[src/rtl/l1_mem_arbiter.sv]
// -----------------------------------------------------------------------------
// l1_mem_arbiter
//
// Purpose: shares one memory port between the icache controller (read-only)
// and the dcache controller (refill reads and write-backs). Only one
// transaction is in flight at a time. The owner is shown by a one-hot grant.
// Each grant covers exactly one transaction and then returns to IDLE for at
// least one cycle.
//
// Optional feature: define ARB_ROUND_ROBIN_EN to resolve simultaneous requests
// round-robin. The winner is the requester that was not served most recently.
// Without the macro the dcache always wins a tie.
//
// Handshake: every request (iRen, dRen, dWen) is a level. The requester holds
// it until the matching single-cycle completion pulse comes back. The
// memory-side requests stay asserted while the owner holds its request. A
// memory completion pulse (memReadReady / memWriteDone) ends the transaction.
// The pulse is forwarded in the same cycle to the owner only.
//
// Ports:
//   clock, reset        : single clock; asynchronous active-low reset
//   iRen, iAddr         : icache read request and block address
//   iReadReady          : icache completion pulse
//   dRen, dWen          : dcache read / write-back request; both high = invalid
//   dAddr, dDin         : dcache block address and write-back data
//   dReadReady          : dcache read completion pulse
//   dWriteDone          : dcache write completion pulse
//   memRen, memWen      : requests to the shared memory
//   memAddr, memDin     : memory address and write data
//   memReadReady        : memory read completion pulse
//   memWriteDone        : memory write completion pulse
//   memDout             : memory read data
//   rdData              : read data passed unchanged to both caches
//   grant               : one-hot owner; bit0 = icache, bit1 = dcache, 00 = idle
//   dbg_state           : FSM state for observation (0 IDLE, 1 GNT_I, 2 GNT_D)
// -----------------------------------------------------------------------------
module l1_mem_arbiter #(
  parameter int BADDR_W = 28,
  parameter int BLOCK_W = 128
) (
  input  logic               clock,
  input  logic               reset,
  // icache side
  input  logic               iRen,
  input  logic [BADDR_W-1:0] iAddr,
  output logic               iReadReady,
  // dcache side
  input  logic               dRen,
  input  logic               dWen,
  input  logic [BADDR_W-1:0] dAddr,
  input  logic [BLOCK_W-1:0] dDin,
  output logic               dReadReady,
  output logic               dWriteDone,
  // memory side
  output logic               memRen,
  output logic               memWen,
  output logic [BADDR_W-1:0] memAddr,
  output logic [BLOCK_W-1:0] memDin,
  input  logic               memReadReady,
  input  logic               memWriteDone,
  input  logic [BLOCK_W-1:0] memDout,
  output logic [BLOCK_W-1:0] rdData,
  // status
  output logic [1:0]         grant,
  output logic [1:0]         dbg_state
);

  // The encoding matches the grant bits: GNT_I = 01, GNT_D = 10.
  typedef enum logic [1:0] {
    IDLE  = 2'd0,
    GNT_I = 2'd1,
    GNT_D = 2'd2
  } state_e;

  state_e state_q, state_d;

  // Records whether the dcache grant is a write-back (1) or a refill (0).
  // If the dcache switches request type mid-grant, that counts as dropping
  // the current request. A write-back followed by a refill therefore always
  // becomes two separate transactions.
  logic d_wr_q, d_wr_d;

  logic i_req;
  logic d_req;
  logic d_hold;
  logic pick_i;
  logic pick_d;

`ifdef ARB_ROUND_ROBIN_EN
  // 0: the icache has priority on the next tie. 1: the dcache has priority.
  logic rr_ptr_q, rr_ptr_d;
`endif

  assign i_req  = iRen;
  assign d_req  = dRen ^ dWen;
  assign d_hold = d_req && (dWen == d_wr_q);

  // Arbitration between the two requesters while in IDLE.
  always_comb begin
    pick_i = 1'b0;
    pick_d = 1'b0;
    if (i_req && !d_req) begin
      pick_i = 1'b1;
    end else if (d_req && !i_req) begin
      pick_d = 1'b1;
    end else if (i_req && d_req) begin
`ifdef ARB_ROUND_ROBIN_EN
      pick_i = ~rr_ptr_q;
      pick_d = rr_ptr_q;
`else
      pick_d = 1'b1;
`endif
    end
  end

  // Next-state logic.
  always_comb begin
    state_d = state_q;
    d_wr_d  = d_wr_q;
`ifdef ARB_ROUND_ROBIN_EN
    rr_ptr_d = rr_ptr_q;
`endif
    case (state_q)
      IDLE: begin
        if (pick_i) begin
          state_d = GNT_I;
`ifdef ARB_ROUND_ROBIN_EN
          rr_ptr_d = 1'b1;
`endif
        end else if (pick_d) begin
          state_d = GNT_D;
          d_wr_d  = dWen;
`ifdef ARB_ROUND_ROBIN_EN
          rr_ptr_d = 1'b0;
`endif
        end
      end
      GNT_I: begin
        if (!iRen || memReadReady) begin
          state_d = IDLE;
        end
      end
      GNT_D: begin
        if (!d_hold || memReadReady || memWriteDone) begin
          state_d = IDLE;
        end
      end
      default: begin
        state_d = IDLE;
      end
    endcase
  end

  always_ff @(posedge clock or negedge reset) begin
    if (!reset) begin
      state_q <= IDLE;
      d_wr_q  <= 1'b0;
    end else begin
      state_q <= state_d;
      d_wr_q  <= d_wr_d;
    end
  end

`ifdef ARB_ROUND_ROBIN_EN
  always_ff @(posedge clock or negedge reset) begin
    if (!reset) begin
      rr_ptr_q <= 1'b0;
    end else begin
      rr_ptr_q <= rr_ptr_d;
    end
  end
`endif

  // Output logic. The outputs are a combinational function of the owner's
  // request. Reset forces state_q to IDLE asynchronously, so every
  // state-derived output drops to zero as soon as reset goes low.
  always_comb begin
    memRen     = 1'b0;
    memWen     = 1'b0;
    memAddr    = '0;
    memDin     = '0;
    iReadReady = 1'b0;
    dReadReady = 1'b0;
    dWriteDone = 1'b0;
    grant      = 2'b00;
    case (state_q)
      GNT_I: begin
        grant      = 2'b01;
        memRen     = iRen;
        memAddr    = iAddr;
        iReadReady = memReadReady;
      end
      GNT_D: begin
        grant      = 2'b10;
        memRen     = d_hold && !d_wr_q;
        memWen     = d_hold && d_wr_q;
        memAddr    = dAddr;
        memDin     = dDin;
        dReadReady = memReadReady;
        dWriteDone = memWriteDone;
      end
      default: begin
      end
    endcase
  end

  // Read data is not tied to ownership, but it is held at zero during reset.
  assign rdData    = reset ? memDout : '0;
  assign dbg_state = state_q;

endmodule

[config.mk]
export PLATFORM = sky130hd
export DESIGN_NAME = l1_mem_arbiter
export DESIGN_NICKNAME = d
export VERILOG_FILES = /design/src/rtl/l1_mem_arbiter.sv
export SDC_FILE = /design/constraint.sdc
export NUM_CORES = 1
export LEC_CHECK = 0
export ABC_AREA = 1
export CAP_MARGIN = 30
export CORE_AREA = 2 2 236 238
export CTS_BUF_LIST = sky130_fd_sc_hd__clkbuf_8
export CTS_CLUSTER_SIZE = 25
export DETAILED_ROUTE_END_ITERATION = 12
export DIE_AREA = 0 0 238 240
export PLACE_DENSITY = 0.3
export SKIP_LAST_GASP = 1
export SYNTH_ARGS = -nofsm -noshare
export SYNTH_HDL_FRONTEND = slang
export SYNTH_SLANG_ARGS = --single-unit
export TNS_END_PERCENT = 20
[constraint.sdc]
create_clock -name clock -period 1.3 [get_ports clock]
set_clock_uncertainty 0.15 [all_clocks]
set_input_delay 0.13 -clock clock [delete_from_list [all_inputs] [get_ports clock]]
set_output_delay 0.13 -clock clock [all_outputs]
set_load 0.01 [all_outputs]
==> results, run 1 <==
- The count of antenna-violating nets left after detailed routing is 0.
- Detailed placement ended at an HPWL of 25.0 mm.
- In the synthesized netlist the async set-or-reset flop fraction comes to 1.00.
- The number of buffers added on ports is between 600 and 700.
- The main flop type after synthesis is sky130_fd_sc_hd__dfrtp_1.
- The synthesized-area fraction occupied by xor and xnor cells is 0.
- The total of flip-flops plus latches after synthesis is 3.
- Setup violations remaining at the end of the flow were counted as just under 300.
- The initial standard-cell utilization of the core is 0.0517.
- The routed layout has 6021 vias.
- The power density over the cells is ~850 nW/um^2.
- The net switching fraction of the power is 0.451.
- The max-slew violation count is 0.
- Setup repair after global routing could not meet its margin everywhere.
- The proportion of power drawn by flip-flops and latches is 0.017.
- The adder-cell share of the synthesized area is 0.0221.
- The fraction of the core area covered by cells at the end of the flow is 0.202.
- VDD sags by at most a little under 0.4 mV.
- The internal portion of the total power is a little over 5000 uW.
- The post-synth design cell area is approximately 2800 sq um.
- The fraction of the cycle the final worst path needs is 1.51.
- Hold timing on the final database bottoms out at a slack of just under 500 ps.
- Max-cap violations in this run came to 0.
- The width of the die is around 240 um.
- By area the synthesized netlist is led by sky130_fd_sc_hd__nand2_1, sky130_fd_sc_hd__inv_1, sky130_fd_sc_hd__a21oi_1.
- The final reports fail on setup timing.
- The post-synthesis compound-gate area fraction is 0.0540.
- The slew at the pin closest to its max-slew limit is approximately 250 ps.
- TritonCTS built the clock tree.
- Buffers inserted during clock tree synthesis total 3.
- The combinational share of power is 0.955.
- During I/O placement, the number of pins put on the boundary was approximately 600.
- The first detailed-routing pass took 5 iterations.
- After detailed routing, the number of remaining DRC violations is 0.
- The path category of the worst min-delay check is in -> reg.
- The count of warnings emitted by yosys is 0.
- The post-route worst setup slack is -663 ps.
- Summed over all nets, the switching power comes to between 4000 and 5000 uW.
- The distinct cell type count of the synthesized netlist is 15.
- The net count after synthesis is a little over 1000.
- Of the total synthesized cell area, the portion taken by AND, OR, NAND and NOR gates is 0.458.
- The total number of H-tree levels is 1.
- The clock passes through at most 2 buffers.
- Of the post-synthesis cell area, the dominant cell type holds 0.434.
- The nature of the critical path endpoint is an output pin.
- Traced cell by cell, the critical path runs through inv_4 > ha_4 > buf_12 > buf_8 > buf_16 > nand2_1 > inv_1 > clkdlybuf4s15_1.
- Entering global routing, the biggest net connects 43 pins.
- The root cell of the clock tree is sky130_fd_sc_hd__clkbuf_8.
- The critical path is of the reg -> out type.
- The highest net fanout along the worst path is 8.
- After floorplanning, the core was sized to cover between 50000 and 60000 sq um.
- The flow ran to the end, but the final reports show violations.
- The final cell count without fillers is 2046.
- The initial antenna violation count is 4.
- For the worst-skew pair, the clock arrives at the later sink with an insertion delay of around 220 ps.
- The tree built by TritonCTS fans out to 3 sinks.
- The post-synthesis sequential area ratio is 0.0265.
- The floorplan die area is roughly 57000 sq um.
- After synthesis, the largest family of logic cells by area is simple AND/OR/NAND/NOR gates.
- The aggregate global-route resource usage is 0.0898.
- The worst endpoint data arrival time is around 1700 ps.
- In this run, the number of DRC markers left after iteration 0 of detailed routing was 120.
- The post-synthesis to final-layout area growth is 291%.
- The dominant cell type by area after synthesis is sky130_fd_sc_hd__nand2_1.
- In this design, the stage delay of the slowest critical-path cell is slightly above 400 ps.
- Counting instances in the post-synthesis netlist gives the leading cell types as sky130_fd_sc_hd__nand2_1, sky130_fd_sc_hd__inv_1, sky130_fd_sc_hd__a21oi_1.
- The remaining global-route overflow is 0.
- The wire length of the first global-routing pass is about 38 mm.
- After detailed routing, the number of vias per cell comes to between 2 and 3.
- The vertical die dimension is roughly 240 um.
- At the placement stage, the worst setup path has a slack of -748 ps.
- The required time at the worst-slack endpoint is just over 1000 ps.
- By instance count, the leading cell after synthesis is sky130_fd_sc_hd__nand2_1.
- The synthesized instance count is 684.
- The total number of placement rows is 86.
- The clock transition time at the flip-flop clock pins of the worst setup and hold paths is 30 ps.
- The cell with the largest stage delay on the worst path is sky130_fd_sc_hd__dfrtp_2.
- The number of global-route vias before repair is ~5600.
- The number of hold-slack violations in the final timing report is 0.
- The number of nets in the layout is 1664.
- Summed over all failing endpoints, the final setup total negative slack is -114940 ps.
- The worst path in the final design needs a cycle of about 2000 ps, including I/O delays and setup.
- At the end of routability-driven placement, the weighted congestion stood at 0.748.
- Measured against its own limit, the worst slew margin works out to 0.836.
- The total leakage power is 0.00682 uW.
- The number of synthesized flops with an enable pin is 0.
- The proportion of power drawn by the clock network is 0.028.
- Of the cells placed in the final design, the portion with a size suffix greater than 1 is 0.248.
- The number of placed instances, taps included, is approximately 2000.
- Timing would allow up to 510 MHz.
- The startpoint type of the worst setup path is a flip-flop.
- After synthesis, the share of cell area in mux cells is 0.
- The detail-routed net length per standard cell is 14.7 um.
- The final layout contains routed wiring with a total length of about 30 mm.
- The mean post-synth cell area is 4.13 sq um.
==> state kept, by name, summed over array words and instances (netlist names) <==
| signal | flops |
|---|---|
| dbg_state | 2 |
| d_wr_q | 1 |
==> power by group through the flow <==
stage	Combinational, uW	Sequential [uW]	Clock, uW
2_1_floorplan	3080	171	0
3_3_place_gp	7610	164	0
3_5_place_dp	7520	163	0
4_1_cts	8070	160	274
5_1_grt	9680	162	277
6_report	9020	161	267
==> timing repair <==
action | 4_1_cts | 5_1_grt
gates cloned | 3 | 8
buffers inserted | 10 | 13
setup endpoints to repair | 293 | 294
resized for setup | 148 | 457
pin swaps | 0 | 1
hold endpoints to repair | 3 | 0
hold buffers | 1 | 0
==> metal layers <==
layer / wire [um] / share of wire / vias to the layer above / global-route usage
li1: - / - / 3101 / -
met1: 10800 / 0.36 / 2581 / 0.0932
met2: 16000 / 0.53 / 311 / 0.173
met3: 2660 / 0.088 / 26 / 0.0288
met4: 617 / 0.021 / 2 / 0.0222
met5: 16 / 0.00053 / - / 0
==> path summary, 6_finish.rpt <==
kind / from / to / slack [ps] / cells after the start
hold reg to reg: dbg_state[0]$_DFFE_PN0P_ / dbg_state[0]$_DFFE_PN0P_ / 500 / 3
min in group asynchronous: reset / d_wr_q$_DFFE_PN0P_ / 520 / 4
hold / removal: iRen / dbg_state[0]$_DFFE_PN0P_ / 490 / 4
max in group asynchronous: reset / dbg_state[1]$_DFFE_PN0P_ / 370 / 4
setup / recovery: dbg_state[0]$_DFFE_PN0P_ / memDin[65] / -660 / 8
setup reg to reg: dbg_state[0]$_DFFE_PN0P_ / dbg_state[1]$_DFFE_PN0P_ / -530 / 12
==> cell usage in the layout, fill, tap and decap left out, types with 9 or more instances in the layout <==
cell type	Yosys	layout
sky130_fd_sc_hd__clkdlybuf4s50_1	0	447
sky130_fd_sc_hd__nand2_1	327	278
sky130_fd_sc_hd__inv_1	269	218
sky130_fd_sc_hd__inv_2	1	50
sky130_fd_sc_hd__buf_6	0	47
sky130_fd_sc_hd__buf_4	16	42
sky130_fd_sc_hd__dlymetal6s2s_1	0	39
sky130_fd_sc_hd__nand2_4	0	35
sky130_fd_sc_hd__buf_2	21	31
sky130_fd_sc_hd__clkbuf_2	0	30
sky130_fd_sc_hd__a21oi_2	0	19
sky130_fd_sc_hd__nand2_2	4	18
sky130_fd_sc_hd__buf_12	0	16
sky130_fd_sc_hd__a21oi_4	0	10
sky130_fd_sc_hd__dlygate4sd2_1	0	10
sky130_fd_sc_hd__buf_8	0	9
==> cells by family (layout without fill, tap and decap cells) <==
group / count (synthesis) / in the layout
simple gates: 338 / 338
buf+inv: 308 / 963
compound gates: 30 / 30
fa+ha+maj: 5 / 5
flops: 3 / 3
other cells: 0 / 3
==> final cells by class <==
type | count | area, sq um
tap | 704 | 881
multi-input combinational | 373 | 2030
timing repair buffer | 689 | 6990
sequential | 3 | 77.6
fill | 6244 | 43600
antenna | 3 | 7.51
inverter | 270 | 1020
clock inverter | 1 | 3.75
clock buffer | 3 | 41.3
==> stage by stage <==
stage,power (uW),cell area (sq um)
after floorplan,3260,3070
after global placement,7780,10200
after detailed placement,7680,10200
after CTS,8500,10500
after global routing,10100,11100
final,9450,11100
==> critical path, delay by kind of cell, from the launching register on <==
family                     cells  cell delay, ps
buffers and inverters          6             770
DFF                            1             410
adders and majority gates      1             210
and+or+nand+nor                1              50
(Power assumes the default switching activity.)
==> run 2: changes to the inputs <==
ABC_AREA = 0   (was 1)
CORE_AREA = 2 2 235 237   (was 2 2 236 238)
DIE_AREA = 0 0 237 239   (was 0 0 238 240)
TNS_END_PERCENT = 5   (was 20)
==> run 2 against run 1 <==
Net effect: largest power group unchanged; fmax down 2.9%; hold slack worse by 420 ps; critical path type unchanged; non-clock buffer count shrank 3; sequential power up 11%; first-iteration DRC count decreased by 48%; core utilization fell by 1.6 points; the flow still finishes with violations (setup timing); count of clock-buffer cells in the layout stayed put; critical path depth shrank 1.
==> results, run 2 <==
- Commonest cells after routing, fill and taps aside: sky130_fd_sc_hd__clkdlybuf4s50_1, sky130_fd_sc_hd__and2_1, sky130_fd_sc_hd__clkdlybuf4s15_1 (was sky130_fd_sc_hd__clkdlybuf4s50_1, sky130_fd_sc_hd__nand2_1, sky130_fd_sc_hd__inv_1).
- The longest individual stage delay on the worst path came to 420 ps (was 410 ps).
- The number of synthesized flops with an enable pin is 0 (unchanged).
- The start-to-end type of the worst setup path is reg -> out (unchanged).
- The root cell of the clock tree is sky130_fd_sc_hd__clkbuf_8 (unchanged).
- The clock insertion delay at the later pin of the skew report is 220 ps (about the same).
- The reg-to-reg endpoint is dbg_state[1]$_DFFE_PN0P_ (unchanged).
- The startpoint type of the worst setup path was a flip-flop (unchanged).
- The number of inserted filler cells in the final layout is 6102 (was 6244).
- Result of the run: finished, violations left (unchanged).
- The highest net fanout along the worst path is 5 (was 8).
- The maximum achievable frequency was 495 MHz (was 510 MHz).
- The maximum count of clock buffers along a single path is 2 (unchanged).
- The HPWL reported at the end of detailed placement is 23.2 mm (was 25.0 mm).
- The met2 routed wirelength came to 14.7 mm (was 16.0 mm).
- Failing checks: setup timing (unchanged).
- The final cell count without fillers is 1746 (was 2046).
- The synthesized-area fraction occupied by xor and xnor cells is 0.00354 (was 0).
- The nature of the critical path endpoint is an output pin (unchanged).
- The share of flip-flops with an asynchronous set or reset after synthesis was 1.00 (unchanged).
- The number of DRC markers after the initial detailed-route iteration came to 63 (was 120).
- The TritonCTS clock tree is yes (unchanged).
- The largest family of logic cells by synthesized area is simple AND/OR/NAND/NOR gates (unchanged).
- The area taken by multi-input logic gates came to 2470 sq um (was 2030 sq um).
- The number of buffers inserted for hold repair after clock tree synthesis is 0 (was 1).
- The power density over the cells came to 1080 nW/um^2 (was 854 nW/um^2).
- The adder-cell share of the synthesized area was 0.0253 (was 0.0221).
- The maximum number of pins on one net before global-route repair is 37 (was 43).
- The depth of the most critical reg-to-reg path is 9 (was 12).
- The mean post-synth cell area came to 6.37 sq um (was 4.13 sq um).
- The clock transition time at the flip-flop clock pins of the worst setup and hold paths is 40 ps (was 30 ps).
- The number of clock sinks seen by CTS was 3 (unchanged).
- The aggregate global-route resource usage came to 0.0878 (was 0.0898).
- The count of TritonRoute iterations in the first routing pass was 4 (was 5).
- By instance count, the cell type seen most on the critical path is sky130_fd_sc_hd__buf_12.
- The remaining global-route overflow is 0 (unchanged).
- The met3 wirelength from detailed routing was 2.14 mm (was 2.66 mm).
- The fraction of the cycle the final worst path needs is 1.56 (was 1.51).
- The share of the synthesized area in the top cell type came to 0.658 (was 0.434).
- The post-layout instance area is 10100 sq um (was 11100 sq um).
- The post-synth design cell area is 2470 sq um (was 2830 sq um).
- The count of antenna-violating nets left after detailed routing is 0 (unchanged).
- The required time at the worst-slack endpoint came to 1020 ps (about the same).
- The minimum setup slack among reg-to-reg paths is -590 ps (was -530 ps).
- The detailed-route via count was 5098 (was 6021).
- The detail-routed net length per standard cell was 15.8 um (was 14.7 um).
- The slew at the pin closest to its max-slew limit is 355 ps (was 246 ps).
- The placeable core area was 54300 sq um (was 54700 sq um).
- The total leakage power was 0.00409 uW (was 0.00682 uW).
- The post-synthesis mux area share is 0.00405 (was 0).
- The number of global-route vias before repair is 5145 (was 5573).
- The reported max-cap violation count came to 0 (unchanged).
- The top cell family by delay on the critical path was buffers and inverters (unchanged).
- The uppermost layer routed was met4 (was met5).
- The initial standard-cell utilization of the core is 0.0455 (was 0.0517).
- The total number of H-tree levels is 1 (unchanged).
- The count of warnings emitted by yosys is 0 (unchanged).
- The path category of the worst min-delay check is in -> async (was in -> reg).
- The worst hold slack came to 68.6 ps (was 492 ps).
- The post-synthesis sequential area ratio came to 0.0304 (was 0.0265).
- The wire length of the first global-routing pass is 36.4 mm (was 37.9 mm).
- The buffering stage count on the worst path with inverters included is 5 (was 6).
- The cell with the largest stage delay on the worst path is sky130_fd_sc_hd__dfrtp_2 (unchanged).
- The width of the die was 237 um (was 238 um).
- The number of nets in the layout is 1365 (was 1664).
- The max-slew violation count is 0 (unchanged).
- RSZ-0062 raised after global routing: true (unchanged).
- The vertical die dimension is 239 um (was 240 um).
- The worst endpoint data arrival time is 1740 ps (was 1680 ps).
- The post-route worst setup slack is -722 ps (was -663 ps).
- The layout cell share with drive strength beyond 1 is 0.206 (was 0.248).
- Largest cells by area after synthesis: sky130_fd_sc_hd__and2_1, sky130_fd_sc_hd__a22oi_1, sky130_fd_sc_hd__nor2b_1 (was sky130_fd_sc_hd__nand2_1, sky130_fd_sc_hd__inv_1, sky130_fd_sc_hd__a21oi_1).
- The total number of placement rows is 86 (unchanged).
- The number of buffers added on ports is 611 (unchanged).
- The flip-flop and latch area was 77.6 sq um (unchanged).
- The final weighted congestion of routability-driven global placement is 0.740 (was 0.748).
- The worst-case vdd ir drop is 0.475 mV (was 0.385 mV).
- The most common library cell in the layout ignoring fill and taps is sky130_fd_sc_hd__clkdlybuf4s50_1 (unchanged).
- The number of flip-flops in the largest register is 2 (unchanged).
- The boundary pin count was 612 (unchanged).
- The number of hold-slack violations in the final timing report was 0 (unchanged).
- The initial antenna violation count is 1 (was 4).
- The worst flop-to-flop path startpoint is dbg_state[0]$_DFFE_PN0P_ (unchanged).
- Most frequent cells after synthesis: sky130_fd_sc_hd__and2_1, sky130_fd_sc_hd__clkbuf_1, sky130_fd_sc_hd__nor2b_1 (was sky130_fd_sc_hd__nand2_1, sky130_fd_sc_hd__inv_1, sky130_fd_sc_hd__a21oi_1).
- The detailed-route wire length on metal 1 is 10.4 mm (was 10.8 mm).
- The standard cell area after detailed placement is 9880 sq um (was 10200 sq um).
- The number of placed instances with taps included is 1713 (was 2005).
- The net count after synthesis is 712 (was 1008).
- The floorplan die area is 56600 sq um (was 57100 sq um).
- The post-synthesis to final-layout area growth came to 310% (was 291%).
- The worst max-slew margin expressed relative to the limit is 0.763 (was 0.836).
- The total of flip-flops plus latches after synthesis is 3 (unchanged).
- The wire length reported by the detailed router is 27.6 mm (was 30.0 mm).
- The most numerous cell in the Yosys netlist is sky130_fd_sc_hd__and2_1 (was sky130_fd_sc_hd__nand2_1).
- The number of clock buffers inserted by TritonCTS was 3 (unchanged).
- The vias per cell is 2.92 (was 2.94).
- The shortest clock period the worst path allows after layout is 2020 ps (was 1960 ps).
- The synthesized-area fraction occupied by and/or/nand/nor cells is 0.751 (was 0.458).
- The post-detailed-route DRC marker count is 0 (unchanged).
- The synthesized instance count is 388 (was 684).
- The final-report setup violation count is 296 (was 293).
- The dominant cell type by area after synthesis is sky130_fd_sc_hd__and2_1 (was sky130_fd_sc_hd__nand2_1).
- The distinct cell type count of the synthesized netlist came to 23 (was 15).
- The main flop type after synthesis is sky130_fd_sc_hd__dfrtp_1 (unchanged).
- Cells along the critical path: buf_6 > ha_4 > buf_12 > buf_12 > buf_12 > and2_1 > clkdlybuf4s15_1 (was inv_4 > ha_4 > buf_12 > buf_8 > buf_16 > nand2_1 > inv_1 > clkdlybuf4s15_1).
- The post-synthesis compound-gate area fraction is 0.120 (was 0.0540).
-- run 2: area by class of cell --
class / count / area share
timing repair buffer: 686 / 0.655
antenna: 2 / 0.000494
tap: 704 / 0.0869
multi-input combinational: 342 / 0.243
inverter: 5 / 0.00210
clock buffer: 3 / 0.00407
sequential: 3 / 0.00765
clock inverter: 1 / 0.000370
-- run 2: per-layer routing --
metal / global-route usage / vias to the layer above
li1: - / 2523
met5: 0 / -
met1: 0.0963 / 2268
met3: 0.0233 / 10
met4: 0.0150 / 0
met2: 0.170 / 297
-- run 2: what timing repair did --
item	in CTS	in global routing
pin swaps	6	9
endpoints found under the hold margin	0	0
endpoints found under the setup margin	296	296
buffers inserted	16	4
gates resized for setup	313	148
gates cloned	6	2
-- run 2: cells by family (layout without fill, tap and decap cells) --
group,count (synthesis),after routing
muxes,1,1
buffers and inverters,43,695
adders and majority gates,5,5
xor gates and xnor gates,1,1
DFF,3,3
and+or+nand+nor,297,297
AOI/OAI and AO/OA,38,38
other,0,2
-- run 2: worst max-delay path by stage --
stage,startpoint,endpoint,slack (ps),cells after the start
CTS,dbg_state[1]$_DFFE_PN0P_,iReadReady,-780,5
detailed placement,dbg_state[1]$_DFFE_PN0P_,memAddr[19],-830,6
finish,dbg_state[1]$_DFFE_PN0P_,memDin[102],-720,7
global placement,dbg_state[1]$_DFFE_PN0P_,memAddr[19],-840,6
floorplan,d_wr_q$_DFFE_PN0P_,dbg_state[1]$_DFFE_PN0P_,-370,4
global route,dbg_state[1]$_DFFE_PN0P_,memAddr[14],-770,8
-- run 2: tightest hold or removal path, stage by stage --
cell                     delay [ps]
sky130_fd_sc_hd__buf_2          100
sky130_fd_sc_hd__buf_12         130
sky130_fd_sc_hd__buf_4          220
sky130_fd_sc_hd__buf_4          170
-- run 2: power by group --
part	switching (uW)	total, uW	internal [uW]
Clock	66.9	268	202
Sequential	38.4	179	140
Combinational	4430	10500	6060
-- run 2: through the flow --
step / setup WS, ps / utilization / power (uW) / setup TNS (ps)
2_1_floorplan: -370 / - / 3670 / -50180
3_3_place_gp: -842 / 0.182 / 9830 / -145840
3_5_place_dp: -828 / 0.182 / 9720 / -145610
4_1_cts: -781 / 0.186 / 10700 / -150370
5_1_grt: -774 / 0.186 / 11800 / -151830
6_report: -722 / 0.187 / 10900 / -134420
==> run 3: changes to the inputs <==
--- a/constraint.sdc
+++ b/constraint.sdc
@@ -3,3 +3,3 @@
 set_input_delay 0.13 -clock clock [delete_from_list [all_inputs] [get_ports clock]]
 set_output_delay 0.13 -clock clock [all_outputs]
-set_load 0.01 [all_outputs]
+set_load 0.005 [all_outputs]
==> run 3 against run 2 <==
Net effect: the flow still finishes with violations (setup timing); die area is the same; combinational power rose by 12%; sequential share of layout area down 0.058 points; cell count grew 0.74%; worst setup slack worse by 1.3 ps; via count grew 1.8%; non-clock buffer count grew 14; clock power grew 1%; critical path depth grew 1; count of clock-buffer cells in the layout unchanged; wire length grew 2.7%; largest cell class unchanged.
==> results, run 3 (synthesis results as in run 2) <==
- The power density over the cells is 1160 nW/um^2 (was 1080 nW/um^2).
- The final weighted congestion of routability-driven global placement is 0.699 (was 0.740).
- The number of nets in the layout came to 1379 (was 1365).
- The root cell of the clock tree is sky130_fd_sc_hd__clkbuf_8 (unchanged).
- The aggregate global-route resource usage came to 0.0908 (was 0.0878).
- Result of the run: finished, violations left (unchanged).
- The worst max-slew margin expressed relative to the limit is 0.777 (was 0.763).
- The maximum number of pins on one net before global-route repair is 36 (was 37).
- The vias per cell is 2.95 (was 2.92).
- The initial standard-cell utilization of the core is 0.0455 (unchanged).
- The maximum achievable frequency is 494 MHz (was 495 MHz).
- The count of TritonRoute iterations in the first routing pass was 4 (unchanged).
- The number of hold-slack violations in the final timing report is 0 (unchanged).
- The clock insertion delay at the later pin of the skew report is 220 ps (about the same).
- The detailed-route via count is 5192 (was 5098).
- The layout cell share with drive strength beyond 1 is 0.238 (was 0.206).
- The met3 layer usage reported by global route was 0.0335 (was 0.0233).
- The placeable core area is 54300 sq um (unchanged).
- The number of global-route vias before repair was 5254 (was 5145).
- The number of clock buffers inserted by TritonCTS is 3 (unchanged).
- The final-report setup violation count is 296 (unchanged).
- The total leakage power is 0.00431 uW (was 0.00409 uW).
- Failing checks: setup timing (unchanged).
- The number of clock sinks seen by CTS was 3 (unchanged).
- The required time at the worst-slack endpoint is 1020 ps (about the same).
- The max-slew violation count was 0 (unchanged).
- The met2 global-route usage was 0.176 (was 0.170).
- The initial antenna violation count is 5 (was 1).
- The TritonCTS clock tree was yes (unchanged).
- The post-route worst setup slack came to -723 ps (was -722 ps).
- The count of antenna-violating nets left after detailed routing is 0 (unchanged).
- The power spent charging and discharging nets was 4420 uW (was 4540 uW).
- The number of placed instances with taps included is 1705 (was 1713).
- The met1 track utilization from global routing is 0.0935 (was 0.0963).
- The number of DRC markers after the initial detailed-route iteration came to 68 (was 63).
- The post-synthesis to final-layout area growth came to 329% (was 310%).
- The final cell count without fillers is 1759 (was 1746).
- Commonest cells after routing, fill and taps aside: sky130_fd_sc_hd__clkdlybuf4s50_1, sky130_fd_sc_hd__and2_1, sky130_fd_sc_hd__buf_2 (was sky130_fd_sc_hd__clkdlybuf4s50_1, sky130_fd_sc_hd__and2_1, sky130_fd_sc_hd__clkdlybuf4s15_1).
- The boundary pin count is 612 (unchanged).
- The fraction of the cycle the final worst path needs is 1.56 (about the same).
- The highest net fanout along the worst path is 8 (was 5).
- The slew at the pin closest to its max-slew limit is 334 ps (was 355 ps).
- The HPWL reported at the end of detailed placement was 22.9 mm (was 23.2 mm).
- Cells along the critical path: buf_6 > ha_4 > buf_12 > buf_6 > buf_12 > buf_16 > and2_1 > buf_2 (was buf_6 > ha_4 > buf_12 > buf_12 > buf_12 > and2_1 > clkdlybuf4s15_1).
- RSZ-0062 raised after global routing: true (unchanged).
- The total number of placement rows is 86 (unchanged).
- The wire length of the first global-routing pass is 37.6 mm (was 36.4 mm).
- The startpoint type of the worst setup path is a flip-flop (unchanged).
- The proportion of power drawn by the clock network is 0.022 (was 0.025).
- The clock transition time at the flip-flop clock pins of the worst setup and hold paths is 30 ps (was 40 ps).
- The number of flip-flops in the largest register was 2 (unchanged).
- The longest individual stage delay on the worst path is 400 ps (was 420 ps).
- The remaining global-route overflow is 0 (unchanged).
- The detail-routed net length per standard cell came to 16.1 um (was 15.8 um).
- The total number of H-tree levels is 1 (unchanged).
- The buffering stage count on the worst path with inverters included is 6 (was 5).
- The vertical die dimension was 239 um (unchanged).
- The cell with the largest stage delay on the worst path is sky130_fd_sc_hd__dfrtp_1 (was sky130_fd_sc_hd__dfrtp_2).
- The start-to-end type of the worst setup path was reg -> out (unchanged).
- The net switching fraction of the power is 0.360 (was 0.415).
- The floorplan die area was 56600 sq um (unchanged).
- The shortest clock period the worst path allows after layout is 2020 ps (about the same).
- The internal power was 7870 uW (was 6400 uW).
- The number of buffers added on ports is 611 (unchanged).
- The proportion of power drawn by flip-flops and latches was 0.014 (was 0.016).
- The number of inserted filler cells in the final layout is 6042 (was 6102).
- The reported max-cap violation count came to 0 (unchanged).
- The wire length reported by the detailed router is 28.3 mm (was 27.6 mm).
- The top cell family by delay on the critical path is buffers and inverters (unchanged).
- The combinational share of power is 0.964 (was 0.959).
- The path category of the worst min-delay check is in -> async (unchanged).
- The worst endpoint data arrival time is 1740 ps (about the same).
- The most utilized layer in the global route result is met2 (unchanged).
- The width of the die was 237 um (unchanged).
- The worst-case vdd ir drop is 0.598 mV (was 0.475 mV).
- The most common library cell in the layout ignoring fill and taps is sky130_fd_sc_hd__clkdlybuf4s50_1 (unchanged).
- The nature of the critical path endpoint is an output pin (unchanged).
- The maximum count of clock buffers along a single path is 2 (unchanged).
- The post-detailed-route DRC marker count is 0 (unchanged).
- The fraction of the core area covered by cells at the end of the flow is 0.195 (was 0.187).
==> run 3: repair_timing <==
action / in CTS / in global routing
hold buffers: 0 / 0
gates cloned: 16 / 1
buffers inserted: 27 / 7
pin swaps: 11 / 5
endpoints found under the setup margin: 296 / 296
gates resized for setup: 547 / 41
==> run 3: worst paths after layout <==
check                      cells past startpoint  slack, ps                      from                       end
setup / recovery                               8       -720  dbg_state[1]$_DFFE_PN0P_                memDin[39]
hold / removal                                 3         40                     reset  dbg_state[0]$_DFFE_PN0P_
setup reg to reg                               8       -590  dbg_state[0]$_DFFE_PN0P_  dbg_state[1]$_DFFE_PN0P_
hold reg to reg                                3        490        d_wr_q$_DFFE_PN0P_        d_wr_q$_DFFE_PN0P_
max in group asynchronous                      3        860                     reset        d_wr_q$_DFFE_PN0P_
min in group clock                             3        490        d_wr_q$_DFFE_PN0P_        d_wr_q$_DFFE_PN0P_
==> run 3: area by class of cell <==
cell class | instances | area (sq um) | share of cell area
timing repair buffer | 700 | 7100 | 0.669
multi-input combinational | 342 | 2490 | 0.235
tap | 704 | 881 | 0.0830
sequential | 3 | 75.1 | 0.00708
clock buffer | 3 | 41.3 | 0.00389
inverter | 5 | 18.8 | 0.00177
clock inverter | 1 | 3.75 | 0.000354
antenna | 1 | 2.50 | 0.000236
==> run 3: worst min-delay path, stage by stage <==
cell                    delay (ps)
sky130_fd_sc_hd__buf_2         130
sky130_fd_sc_hd__buf_4         280
sky130_fd_sc_hd__buf_4         190
==> run 3: routing by layer <==
layer / up-vias / share of wire / wire, um
met3: 15 / 0.10 / 2860
met2: 320 / 0.53 / 15200
met4: 6 / 0.0097 / 275
met1: 2296 / 0.35 / 10000
li1: 2555 / - / -
met5: - / 0.0012 / 34
==> run 3: power by group through the flow <==
stage	clock (uW)	sequential, uW	combinational [uW]
floorplan	0	191	2750
CTS	280	170	11500
detailed placement	0	168	8760
global route	296	176	12700
finish	272	169	11800
global placement	0	170	8910
==> run 3: stage by stage <==
step / power (uW) / area [sq um] / setup WS (ps) / hold slack (ps) / TNS (ps)
floorplan: 2940 / 2520 / -369 / -316 / -44290
global placement: 9080 / 9790 / -872 / 309 / -149620
detailed placement: 8930 / 9790 / -872 / 299 / -148790
CTS: 12000 / 10400 / -741 / 70.8 / -143970
global route: 13200 / 10600 / -779 / 106 / -153230
finish: 12300 / 10600 / -723 / 43.6 / -134310
==> edit: new RTL, config.mk and constraints of run 2 <==
Put one more register stage on the output `dbg_state`, with the module's reset. The value now appears one clock later. The other outputs are not delayed to match.
--- a/src/rtl/l1_mem_arbiter.sv
+++ b/src/rtl/l1_mem_arbiter.sv
@@ -208,3 +208,9 @@
   assign rdData    = reset ? memDout : '0;
-  assign dbg_state = state_q;
+  always_ff @(posedge clock or negedge reset) begin
+    if (!reset) begin
+      dbg_state <= '0;
+    end else begin
+      dbg_state <= state_q;
+    end
+  end
 
Function: changed (a bounded check fails within 4 cycles, from zero or initial values and one cycle with reset low).
==> edit against run 2 <==
The flow still finishes with violations (setup timing); wire length rose by 4.3%; power rose by 10%; synthesized area rose by 2.0%; critical path depth fell by 1; critical path type unchanged; final area rose by 0.84%; setup slack improved by 0.018 ns; core utilization rose by 0.16 points; combinational power rose by 9.5%; synthesized cell count did not move; sequential cell count rose by 2.
==> edit: results <==
[cells_and_area]
drive_above_1_share = 0.186
nets = 1354
final_cells = 1734

[placed_design]
pre_cts_ws_ns = -0.929
place_hpwl_um = 23900

[setup_path]
cp_data_arrival_time_ns = 1.72
ff2ff_setup_slack_ns = -0.36
cp_max_fo = 18
r2r_end = state_q[1]$_DFFE_PN0P_

[drt]
vias = 5190
highest_layer = met5
drtIter0Drc = 116
met2WireLength_um = 15000
dr_wl_met3_um = 3140
drt_wl_total_um = 28800

[timing]
relSlewSlack = 0.806
final.setup.worst_slack_ns = -0.704
setup_violations = 294
whs_ns = 0.00921
fin_setup_tns_ns = -134.58

[clocking]
clock_latency_ns = 0.22
clockBufferDepth = 2

[power_and_ir_drop]
peakVddDrop_uv = 753
leakage_nw = 4.22

[global_routing]
grt_use_met2 = 0.177
globalRouteMet3Util = 0.0372
grt.met1_usage = 0.0974
track_usage = 0.0934
grt_max_degree = 35
grt_antenna_before_repair = 4
grt_pass1_vias = 5351
grt_first_pass_wirelength_um = 38300

[logic_synthesis]
synth_common_cells = 259 x and2_1, 28 x a22oi_1, 28 x nor2b_1, 21 x clkbuf_1, 16 x buf_2
avgSynthCellArea_sq_um = 6.50
synthDistinctLibCells = 25
yosysSeqAreaShare = 0.0496
synth_area_leaders = and2_1 64%, a22oi_1 8.3%, nor2b_1 6.9%, dfrtp_1 5.0%, buf_2 3.2%

[status]
status = finished with violations
failed_checks = setup timing
edit: area by class of cell:
class                           count  area [sq um]
Fill cell                        6114         44100
Timing Repair Buffer              675          6710
Multi-Input combinational cell    341          2450
Tap cell                          704           881
Sequential cell                     5           125
Clock buffer                        3          41.3
Inverter                            4          15.0
Clock inverter                      1          3.75
Antenna cell                        1          2.50
edit: logic make-up after synthesis:
family,count (synthesis),share of synthesized area
compound gates,39,0.117
simple gates,296,0.735
fa+ha+maj,5,0.0248
flops,5,0.0496
buf+inv,42,0.0704
xor+xnor,1,0.00347
edit: timing repair:
action                                  CTS  global route
gates cloned                             10             2
setup buffers                            16             1
gates resized for setup                 411            23
endpoints found under the setup margin  295           295
pin swaps                                 5             0
hold buffers                              0             0
endpoints found under the hold margin     0             0
edit: report_power, final:
part | leakage (nW) | total (W) | internal, W | switching (W)
registers | 0.0622 | 0.000298 | 0.000226 | 0.0000723
clock network | 0.0269 | 0.000281 | 0.000203 | 0.0000783
logic | 4.13 | 0.0115 | 0.00668 | 0.00482
total | 4.22 | 0.0121 | 0.00711 | 0.00497
edit: worst max-delay path by stage:
stage,startpoint,endpoint,slack [ns],cells after the start
floorplan,state_q[0]$_DFFE_PN0P_,memDin[100],-0.16,6
global placement,state_q[0]$_DFFE_PN0P_,memAddr[10],-0.94,6
detailed placement,state_q[0]$_DFFE_PN0P_,memAddr[10],-0.93,6
CTS,state_q[0]$_DFFE_PN0P_,memDin[108],-0.73,7
global route,state_q[0]$_DFFE_PN0P_,memAddr[25],-0.77,8
finish,state_q[0]$_DFFE_PN0P_,memDin[90],-0.70,6
edit: worst max-delay path, cell delays in order (launching register included):
cell and delay (ns):
dfrtp_1 0.39, inv_2 0.11, ha_4 0.23, buf_12 0.17, buf_16 0.15, and2_1 0.16
dlygate4sd2_1 0.28
